[config.mk]
export PLATFORM = sky130hd
export DESIGN_NAME = airi5c_spi_tx_arbiter
export DESIGN_NICKNAME = d
export VERILOG_FILES = /design/src/rtl/airi5c_spi_tx_arbiter_pkg.sv /design/src/rtl/airi5c_spi_tx_arbiter_rr_pick.sv /design/src/rtl/airi5c_spi_tx_arbiter.sv
export SDC_FILE = /design/constraint.sdc
export NUM_CORES = 1
export LEC_CHECK = 0
export CAP_MARGIN = 20
export CORE_UTILIZATION = 40
export DETAILED_ROUTE_END_ITERATION = 16
export DONT_BUFFER_PORTS = 1
export GPL_TIMING_DRIVEN = 0
export PLACE_DENSITY_LB_ADDON = 0.3
export SYNTH_ARGS = -nofsm -noshare
export SYNTH_HDL_FRONTEND = slang
export SYNTH_SLANG_ARGS = --single-unit
export TNS_END_PERCENT = 30
[constraint.sdc]
create_clock -name tx_rclk -period 2 [get_ports tx_rclk]
set_input_delay 0.2 -clock tx_rclk [delete_from_list [all_inputs] [get_ports tx_rclk]]
set_output_delay 0.2 -clock tx_rclk [all_outputs]
set_load 0.01 [all_outputs]
[src/rtl/airi5c_spi_tx_arbiter_pkg.sv]
`timescale 1ns/1ps
`default_nettype none
// ============================================================================
// Module : airi5c_spi_tx_arbiter_pkg
// Brief  : Shared state encoding and index-width helper for the SPI TX arbiter.
// Rev    : 1.0 - initial release
// ============================================================================
package airi5c_spi_tx_arbiter_pkg;

    typedef logic [0:0] arb_state_t;

    localparam arb_state_t ST_IDLE  = 1'b0;
    localparam arb_state_t ST_GRANT = 1'b1;

    function automatic int req_idx_width(input int n);
        return (n > 1) ? $clog2(n) : 1;
    endfunction

endpackage
`default_nettype wire

[src/rtl/airi5c_spi_tx_arbiter_rr_pick.sv]
`timescale 1ns/1ps
`default_nettype none
// ============================================================================
// Module : airi5c_rr_pick
// Brief  : Combinational rotate-priority picker; first set request at or after
//          the start pointer, wrapping modulo NUM_REQ.
// Rev    : 1.0 - initial release
// ============================================================================
module airi5c_rr_pick
    import airi5c_spi_tx_arbiter_pkg::*;
#(
    parameter int NUM_REQ = 4,
    parameter int IDX_W   = req_idx_width(NUM_REQ)
) (
    input  logic [NUM_REQ-1:0] req,
    input  logic [IDX_W-1:0]   start,
    output logic               found,
    output logic [IDX_W-1:0]   index
);

    logic [IDX_W-1:0] w_pos [NUM_REQ];

    generate
        for (genvar k = 0; k < NUM_REQ; k++) begin : g_pos
            logic [IDX_W:0] w_sum;
            assign w_sum    = {1'b0, start} + (IDX_W+1)'(k);
            assign w_pos[k] = (w_sum >= (IDX_W+1)'(NUM_REQ))
                            ? IDX_W'(w_sum - (IDX_W+1)'(NUM_REQ))
                            : w_sum[IDX_W-1:0];
        end
    endgenerate

    // Scan from the farthest offset down so the nearest hit is written last.
    always_comb begin
        found = 1'b0;
        index = '0;
        for (int k = NUM_REQ - 1; k >= 0; k--) begin
            if (req[w_pos[k]]) begin
                found = 1'b1;
                index = w_pos[k];
            end
        end
    end

endmodule
`default_nettype wire

[src/rtl/airi5c_spi_tx_arbiter.sv]
`timescale 1ns/1ps
`default_nettype none
// ============================================================================
// Module : airi5c_spi_tx_arbiter
// Brief  : Round-robin, burst-locked sharing of the SPI slave TX frame port.
//          Optional urgent requester 0 with AIRI5C_SPI_TX_ARB_PRIO_EN.
// Rev    : 1.0 - initial release
// ============================================================================
module airi5c_spi_tx_arbiter
    import airi5c_spi_tx_arbiter_pkg::*;
#(
    parameter int NUM_REQ     = 4,
    parameter int DATA_WIDTH  = 8,
    parameter int BURST_WIDTH = 4
) (
    input  logic                               tx_rclk,
    input  logic                               n_reset,
    input  logic                               enable,
    input  logic [BURST_WIDTH-1:0]             burst_len,
    input  logic [NUM_REQ-1:0]                 req_valid,
    input  logic [NUM_REQ*DATA_WIDTH-1:0]      req_data,
    output logic [NUM_REQ-1:0]                 req_pop,
    input  logic                               slave_pop,
    output logic                               slave_tx_empty,
    output logic [DATA_WIDTH-1:0]              slave_data,
    output logic                               grant_valid,
    output logic [req_idx_width(NUM_REQ)-1:0]  grant_id
);

    localparam int IDX_W = req_idx_width(NUM_REQ);

    arb_state_t             r_state;
    logic [IDX_W-1:0]       r_grant_id;
    logic [BURST_WIDTH-1:0] r_remaining;
    logic [IDX_W-1:0]       r_rr_ptr;

    logic                   w_found;
    logic [IDX_W-1:0]       w_win;
    logic [IDX_W-1:0]       w_next_ptr;
    logic                   w_grant_valid;

    airi5c_rr_pick #(
        .NUM_REQ (NUM_REQ),
        .IDX_W   (IDX_W)
    ) u_pick (
        .req   (req_valid),
        .start (r_rr_ptr),
        .found (w_found),
        .index (w_win)
    );

    assign w_next_ptr    = (w_win == IDX_W'(NUM_REQ - 1)) ? '0 : w_win + IDX_W'(1);
    assign w_grant_valid = (r_state == ST_GRANT);

    assign grant_valid    = w_grant_valid;
    assign grant_id       = r_grant_id;
    assign slave_tx_empty = !w_grant_valid || !req_valid[r_grant_id];
    assign slave_data     = w_grant_valid
                          ? req_data[int'(r_grant_id)*DATA_WIDTH +: DATA_WIDTH]
                          : '0;

    generate
        for (genvar i = 0; i < NUM_REQ; i++) begin : g_pop
            assign req_pop[i] = slave_pop && w_grant_valid && (r_grant_id == IDX_W'(i));
        end
    endgenerate

    // r_remaining == 0 while granted means the grant was taken with burst_len 0.
    always_ff @(posedge tx_rclk or negedge n_reset) begin
        if (!n_reset) begin
            r_state     <= ST_IDLE;
            r_grant_id  <= '0;
            r_remaining <= '0;
            r_rr_ptr    <= '0;
        end else if (!enable) begin
            r_state     <= ST_IDLE;
            r_remaining <= '0;
        end else begin
            case (r_state)
                ST_IDLE: begin
`ifdef AIRI5C_SPI_TX_ARB_PRIO_EN
                    if (req_valid[0]) begin
                        r_state     <= ST_GRANT;
                        r_grant_id  <= '0;
                        r_remaining <= burst_len;
                    end else
`endif
                    if (w_found) begin
                        r_state     <= ST_GRANT;
                        r_grant_id  <= w_win;
                        r_remaining <= burst_len;
                        r_rr_ptr    <= w_next_ptr;
                    end
                end
                ST_GRANT: begin
                    if (slave_pop) begin
`ifdef AIRI5C_SPI_TX_ARB_PRIO_EN
                        if ((r_grant_id != '0) && req_valid[0]) begin
                            r_state     <= ST_IDLE;
                            r_remaining <= '0;
                        end else
`endif
                        if (r_remaining != '0) begin
                            r_remaining <= r_remaining - BURST_WIDTH'(1);
                            if (r_remaining == BURST_WIDTH'(1)) begin
                                r_state <= ST_IDLE;
                            end
                        end
                    end else if (!req_valid[r_grant_id]) begin
                        r_state <= ST_IDLE;
                    end
                end
                default: r_state <= ST_IDLE;
            endcase
        end
    end

endmodule
`default_nettype wire
== Yosys cells after proc, flatten, opt, wreduce, memory -nomap -nowiden ==
Index checks and enable logic that the tools add are counted.
Word-level totals
  bits of input ports: 44
  RAM bits: 0
  memories: 0
  ROM bits: 0
  bits in latches: 0
  flip-flop bits (word level): 9
Cells by class
  divide/modulo/power cells: 0
  multiplexer cells: 36
  bitwise logic cells: 1
  magnitude comparators: 9
  reductions and logical operators: 12
  add/subtract/negate cells: 9
  eq/ne operators: 8
  shift operators: 1
  multipliers: 0
Operator list (count)
  32-bit by 6-bit indexed part select with 8-bit output: 1
  2-bit 2-to-1 mux: 9
  4-bit 2-to-1 mux: 4
  2-bit by 3-bit < comparator with 1-bit output, second input constant: 5
  1-bit 2-to-1 mux: 15
  1-bit binary-select mux with 2-bit select: 5
  3-bit >= comparator, second input constant: 3
  8-bit 2-to-1 mux: 1
  4-bit case mux with 2 select lines: 1
  2-bit by 1-bit subtractor with 2-bit output, second input constant: 4
  2-bit by 2-bit adder with 3-bit output, second input constant: 2
  2-bit == test, second input constant: 3
  3-bit by 2-bit inequality test with 1-bit output, second input constant: 2
  3-bit AND reduction: 2
  1-bit logical AND: 5
  4-bit by 1-bit == test with 1-bit output, second input constant: 1
  4-bit nonzero test: 1
  4-bit by 1-bit subtractor with 4-bit output, second input constant: 1
  2-bit by 1-bit adder with 3-bit output, second input constant: 1
  2-bit by 3-bit >= comparator with 1-bit output, second input constant: 1
  3-bit inequality test, second input constant: 1
  2-bit by 1-bit adder with 2-bit output, second input constant: 1
  2-bit by 1-bit == test with 1-bit output, second input constant: 1
  1-bit logical NOT: 2
  4 further kinds: 4

== Longest topological paths before layout ==
Gate-level depths: netlist of run 1.
  word-level depth: 12
  mapped depth: 6

== Cells and area by module ==
From an unflattened synthesis of run 1, not the netlist that was laid out.
Unflattened totals
  cells, all modules: 94
  area total of the unflattened synthesis: 942.2 sq um
Modules (own cells, without submodules)
  airi5c_spi_tx_arbiter: times used 1, cells each 81, area an instance 864.6 sq um, seq. area each 225.2 sq um
  airi5c_rr_pick: times used 1, cells each 13, area an instance 77.6 sq um, seq. area each 0.0 sq um

== Worst setup path before layout of run 1 ==
OpenSTA, ideal clock, no wires.
  path type: reg-to-output
  start point: register r_grant_id[0], in the netlist grant_id[0]
  end point: output slave_data[3]
  arrival time: 1427 ps
  path slack: 373 ps
  data required time: 1800 ps
  cell stages (with the launch flop): 5
  cells stage by stage: dfrtp_1 buf_2 buf_4 mux4_2 and2_1
On the way
  longest elaborated chain between the ends: 2
RTL lines
  from (decl): line airi5c_spi_tx_arbiter.sv:33  | logic [IDX_W-1:0] r_grant_id;
  from (signal assigned): line airi5c_spi_tx_arbiter.sv:90  | r_grant_id <= w_win;
  32-bit by 6-bit indexed part select with 8-bit output: line airi5c_spi_tx_arbiter.sv:59  | ? req_data[int'(r_grant_id)*DATA_WIDTH +: DATA_WIDTH]
  8-bit 2-to-1 mux: line airi5c_spi_tx_arbiter.sv:59
  to (decl): line airi5c_spi_tx_arbiter.sv:25  | output logic [DATA_WIDTH-1:0] slave_data,
Every way passes these cells.

== Worst setup path in the final report of run 1 ==
  start point: register r_grant_id[0], in the netlist grant_id[0]
  end point: output slave_data[4]
Same word-level chain as after synthesis.

==> results.json, run 1 <==
{
  "synth_top_cell_area_share_pct": 24.1,
  "clock_sinks": 9,
  "grt_setup_unrepaired": "no",
  "p_seq_share_pct": 28.9,
  "slew_headroom_pct": 68.0,
  "grt_pass1_vias": 800,
  "p_switching_uw": 520,
  "rows": 17,
  "wirelength_um": 2280,
  "critPathLaunch": "grant_id[0]$_DFFE_PN0P_",
  "p_sw_share_pct": 42.7,
  "comb_power_share_pct": 59.3,
  "ios": 60,
  "finalNonFillerCells": 128,
  "tightest_slew_ns": 0.476,
  "fin_nets": 148,
  "pre_cts_ws_ns": 0.249,
  "fin_setup_tns_ns": 0,
  "ant_nets": 0,
  "synth_simple_gate_area_share_pct": 21.8,
  "die_h_um": 50.3,
  "grt_pass1_wl_um": 3590,
  "io_buffers": 0,
  "rr_startpoint": "r_remaining[0]$_DFFE_PN0P_",
  "status": "completed",
  "die-area_sq_um": 2530,
  "clkPwrFrac_pct": 11.8,
  "wl_per_cell_um": 17.8,
  "grt_use_total_pct": 19.1,
  "grt_max_degree": 11,
  "htree_levels": 1,
  "clock_latency_ns": 0.26,
  "drc": 0,
  "clock-skew-final_ns": 0.00155,
  "netlist_instances": 96,
  "fin_ws_ns": 0.126,
  "synth_xor_area_share_pct": 1.87,
  "async_reset_ff_share_pct": 100,
  "cts_made_buffers": 3,
  "crit_path_end_kind": "output pin",
  "fmax_mhz": 534,
  "period_minus_slack_ns": 1.87,
  "clkTransAtPathRegs_ns": 0.06,
  "dr.pass1.iters": 4,
  "place_area_sq_um": 970,
  "synthToLayoutAreaGrowth_pct": 7.10,
  "finalWeightedCongestion": 0.848,
  "syn_area_per_cell_sq_um": 9.74,
  "design_area_sq_um": 1000,
  "hold_path.class": "in -> reg",
  "crit_fanout": 14,
  "drive_gt1_share_pct": 24.0,
  "cts-root-buf": "clkbuf_4",
  "p_leak_nw": 0.395,
  "fin_crit_sh_pct": 93.7,
  "core_area_sq_um": 2210,
  "yosys_most_used_dff": "dfrtp_1",
  "power.internal_uw": 697,
  "globalRouteOverflowTotal": 0,
  "vias": 773,
  "insertedDiodeCount": 0,
  "cp.required_ns": 1.80,
  "hpwl_um": 1890,
  "ys_ff_latch": 9,
  "timing_worst_setup_path_type": "reg -> out",
  "peakVddDrop_mv": 0.639,
  "synth_top_family_by_area": "multiplexers",
  "yosysWarnings": 0,
  "viasPerCell": 6.04,
  "synth-compound-area-share_pct": 16.3,
  "initial_core_util_pct": 42.3,
  "synth_edf_count": 0,
  "cp-start-kind": "flop",
  "die_w_um": 50.3,
  "synthTopCellsByArea": "dfrtp_1, mux4_2, and2_1",
  "synth_fa_ha_area_share_pct": 4.02,
  "ctsLongestPathBuffers": 2,
  "dr.first_iter.drc_count": 18,
  "p_per_area_nw_per_um2": 1220,
  "post_cts_buffers": 0,
  "dp.cells": 124,
  "worstHoldStart": "slave_pop",
  "ys_top_cells_by_count": "dfrtp_1, nand2_1, and2_1, mux4_2, inv_1",
  "syn_nets": 143,
  "drv_cap": 0,
  "hold_viol": 0,
  "synth_area_sq_um": 935,
  "tritoncts": "built",
  "yosys.area.top_type": "dfrtp_1",
  "setup_viol": 0,
  "synth_cell_types": 33,
  "maxSlewViolCount": 0,
  "arrival_ns": 1.67,
  "synth-seq-area-share_pct": 24.1,
  "antenna_found_initial": 0,
  "synthMuxAreaShare_pct": 25.7
}
==> area by class of cell <==
cell class | instances | area [sq um]
Buffer | 5 | 26.3
Clock buffer | 4 | 26.3
Fill cell | 238 | 1210
Inverter | 7 | 26.3
Multi-Input combinational cell | 74 | 652
Sequential cell | 9 | 225
Tap cell | 28 | 35.0
Timing Repair Buffer | 1 | 10.0
==> metrics by stage <==
stage          utilization (%)  hold slack, ns  total power [mW]
2_1_floorplan                -         -0.0956             0.960
3_3_place_gp              43.8         -0.0953              1.06
3_5_place_dp              43.8         -0.0954              1.09
4_1_cts                   45.6           0.121              1.25
5_1_grt                   45.2           0.129              1.32
6_report                  45.2           0.122              1.22
==> path summary, 6_finish.rpt <==
kind	to	slack (ns)	cells after the start
setup / recovery	slave_data[4]	0.13	3
hold / removal	grant_valid$_DFF_PN0_	0.12	2
setup reg to reg	r_remaining[0]$_DFFE_PN0P_	0.25	6
hold reg to reg	r_rr_ptr[0]$_DFFE_PN0P_	0.52	2
max in group asynchronous	grant_id[1]$_DFFE_PN0P_	1.38	1
min in group asynchronous	r_remaining[1]$_DFFE_PN0P_	0.31	1
==> timing repair <==
| action | CTS | global route |
|---|---|---|
| endpoints found under the hold margin | 9 | 0 |
| resized for setup | 1 | 0 |
| hold buffers | 1 | 0 |
| endpoints found under the setup margin | 4 | 4 |
==> cells in the final DEF (no fill, tap or decap), types with 3 or more instances in the layout <==
master	netlist	final
o211ai_1	3	3
and2_1	8	8
ha_1	3	3
buf_2	4	3
o31ai_1	3	3
mux4_2	8	8
nand2_1	9	9
clkbuf_4	0	3
dfrtp_1	9	9
nor2_1	5	5
inv_1	7	7
a21oi_1	6	6
==> power groups by stage <==
stage                     logic (mW)  registers [mW]  clock network, mW
after CTS                      0.747           0.350              0.149
after global routing           0.803           0.363              0.158
after global placement         0.706           0.350                  0
after detailed placement       0.733           0.353                  0
final                          0.722           0.351              0.144
after floorplan                0.631           0.329                  0
==> state kept, by name, indices dropped and copies added (netlist names) <==
register / flops
grant_id: 2
grant_valid: 1
r_remaining: 4
r_rr_ptr: 2
==> critical path, stage by stage (launching register included) <==
cell and delay [ns]:
dfrtp_1 0.40, buf_4 0.26, mux4_2 0.55, and2_1 0.21
==> cell families after synthesis <==
| logic type | count (synthesis) |
|---|---|
| simple gates | 36 |
| compound gates | 21 |
| buf+inv | 13 |
| mux | 12 |
| flops | 9 |
| fa+ha+maj | 3 |
| xor+xnor | 2 |
==> metal layers <==
metal	up-vias	track usage [%]	wire length, um
li1	367	-	-
met1	357	19.8	870
met2	49	37.3	1190
met3	0	6.97	219
met4	0	1.85	0
met5	-	0	0
No activity file was read; power rests on OpenSTA's default activity.
==> run 2, diff against run 1 <==
- CORE_MARGIN: default -> 2
==> run 2 against run 1 <==
Net effect:
- final cell count is the same
- combinational power shrank 0.8%
- power shrank 0.70%
- flip-flop and latch count is the same
- worst hold slack gained 0.0030 ns
- global-route usage shrank 3.3 points
- cell area grew 0.12%
- sequential power is essentially flat
- core utilization grew 0.057 points
- critical path type unchanged
- die area grew 8.1%
==> results.json, run 2 (synthesis gave the netlist of run 1 again) <==
{
  "vias": 790,
  "clock_sinks": 9,
  "die_h_um": 52.3,
  "cp_cell_sequence": "buf_4 -> mux4_2 -> and2_1",
  "cts-root-buf": "clkbuf_4",
  "htree_levels": 1,
  "p_per_area_nw_per_um2": 1210,
  "p_seq_share_pct": 29.2,
  "cp_num_buf_inv": 1,
  "io_buffers": 0,
  "drv_cap": 0,
  "fin_nets": 148,
  "cp.required_ns": 1.80,
  "globalRouteOverflowTotal": 0,
  "grt_pass1_wl_um": 3220,
  "die_w_um": 52.3,
  "hold_end": "grant_valid$_DFF_PN0_",
  "grt_max_degree": 15,
  "crit_path_end_kind": "output pin",
  "maxSlewViolCount": 0,
  "fmax_mhz": 530,
  "grt_pass1_vias": 813,
  "clkTransAtPathRegs_ns": 0.07,
  "rows": 17,
  "wirelength_um": 2240,
  "p_sw_share_pct": 42.6,
  "grt_setup_unrepaired": "no",
  "reg2reg_depth": 6,
  "slew_headroom_pct": 66.5,
  "insertedDiodeCount": 0,
  "wl_per_cell_um": 17.5,
  "die-area_sq_um": 2740,
  "clock_latency_ns": 0.27,
  "period_minus_slack_ns": 1.89,
  "critPathTopFamily": "multiplexers",
  "ff_latch_area_sq_um": 225,
  "setup_viol": 0,
  "slowest_delay_ns": 0.52,
  "fin_setup_tns_ns": 0,
  "cp-start-kind": "flop",
  "hpwl_um": 1900,
  "ctsLongestPathBuffers": 2,
  "antenna_found_initial": 0,
  "finalWeightedCongestion": 0.811,
  "crit_path_top_delay_cell": "mux4_2",
  "tritoncts": "built",
  "viasPerCell": 6.17,
  "core_area_sq_um": 2210,
  "status": "completed",
  "post_cts_buffers": 0,
  "clkPwrFrac_pct": 11.6,
  "arrival_ns": 1.69,
  "cp.depth": 3,
  "r2r-end": "r_remaining[0]$_DFFE_PN0P_",
  "mostFrequentLayoutCells": "nand2_1, dfrtp_1, mux4_2, and2_1, inv_1",
  "hold_path_depth": 2,
  "max_flop_register": "r_remaining",
  "drc": 0,
  "p_leak_nw": 0.398,
  "peakVddDrop_mv": 0.593,
  "hold_path.class": "in -> reg",
  "power.internal_uw": 693,
  "crit_fanout": 14,
  "grt_use_total_pct": 15.8,
  "cts_made_buffers": 3,
  "comb_power_share_pct": 59.2,
  "p_switching_uw": 516,
  "dr.first_iter.drc_count": 15,
  "ios": 60,
  "fin_crit_sh_pct": 94.3,
  "synthToLayoutAreaGrowth_pct": 7.23,
  "fillCellCount": 214,
  "multi_input_area_sq_um": 652,
  "ff2ff_setup_slack_ns": 0.25,
  "worstHoldStart": "slave_pop",
  "timing_worst_setup_path_type": "reg -> out",
  "fin_hold_ws_ns": 0.125,
  "rr_startpoint": "r_remaining[0]$_DFFE_PN0P_",
  "tightest_slew_ns": 0.498,
  "largest_reg_flops": 4,
  "hold_viol": 0,
  "clock-skew-final_ns": 0.0115,
  "drive_gt1_share_pct": 25.0,
  "ant_nets": 0,
  "initial_core_util_pct": 42.3,
  "dr.pass1.iters": 4
}
run 2: power by group through the flow:
stage | Sequential (mW) | Clock [mW] | Combinational [mW]
3_3_place_gp | 0.350 | 0 | 0.711
6_report | 0.353 | 0.140 | 0.716
4_1_cts | 0.352 | 0.146 | 0.727
3_5_place_dp | 0.356 | 0 | 0.731
5_1_grt | 0.362 | 0.159 | 0.794
2_1_floorplan | 0.329 | 0 | 0.631
run 2: worst max-delay path by stage:
stage                     slack, ns                     from             to
final                          0.11  grant_id[0]$_DFFE_PN0P_  slave_data[6]
after CTS                       0.1  grant_id[0]$_DFFE_PN0P_  slave_data[6]
after floorplan                0.37  grant_id[0]$_DFFE_PN0P_  slave_data[3]
after global routing           0.02  grant_id[0]$_DFFE_PN0P_  slave_data[6]
after detailed placement       0.26  grant_id[0]$_DFFE_PN0P_  slave_data[6]
after global placement         0.27  grant_id[0]$_DFFE_PN0P_  slave_data[6]
run 2: layout make-up:
cell class	count	area share (%)
tap	28	3.50
multi-input combinational	74	65.0
sequential	9	22.5
timing repair buffer	1	0.999
inverter	7	2.62
clock buffer	3	2.25
buffer	5	2.62
clock inverter	1	0.499
run 2: routing by layer:
metal  global-route usage, %  part of all wire, %  vias up
li1                        -                    -      372
met1                    14.8                   35      368
met2                    30.2                   49       50
met3                    7.43                   16        0
met4                    3.85                    0        0
met5                       0                    0        -
run 2: timing repair:
item | 4_1_cts | 5_1_grt
hold buffers | 1 | 0
endpoints found under the setup margin | 4 | 0
gates resized for setup | 1 | 0
hold endpoints to repair | 9 | 0
run 2: per-stage QoR:
stage          power [mW]  cell area, sq um  utilization [%]  std cells  worst slack, ns
3_3_place_gp         1.06               970             43.8        124            0.272
6_report             1.21              1000             45.3        128            0.114
2_1_floorplan       0.960               935                -         96            0.373
3_5_place_dp         1.09               970             43.8        124            0.255
4_1_cts              1.23              1000             45.3        128           0.0958
5_1_grt              1.31              1000             45.3        128           0.0233
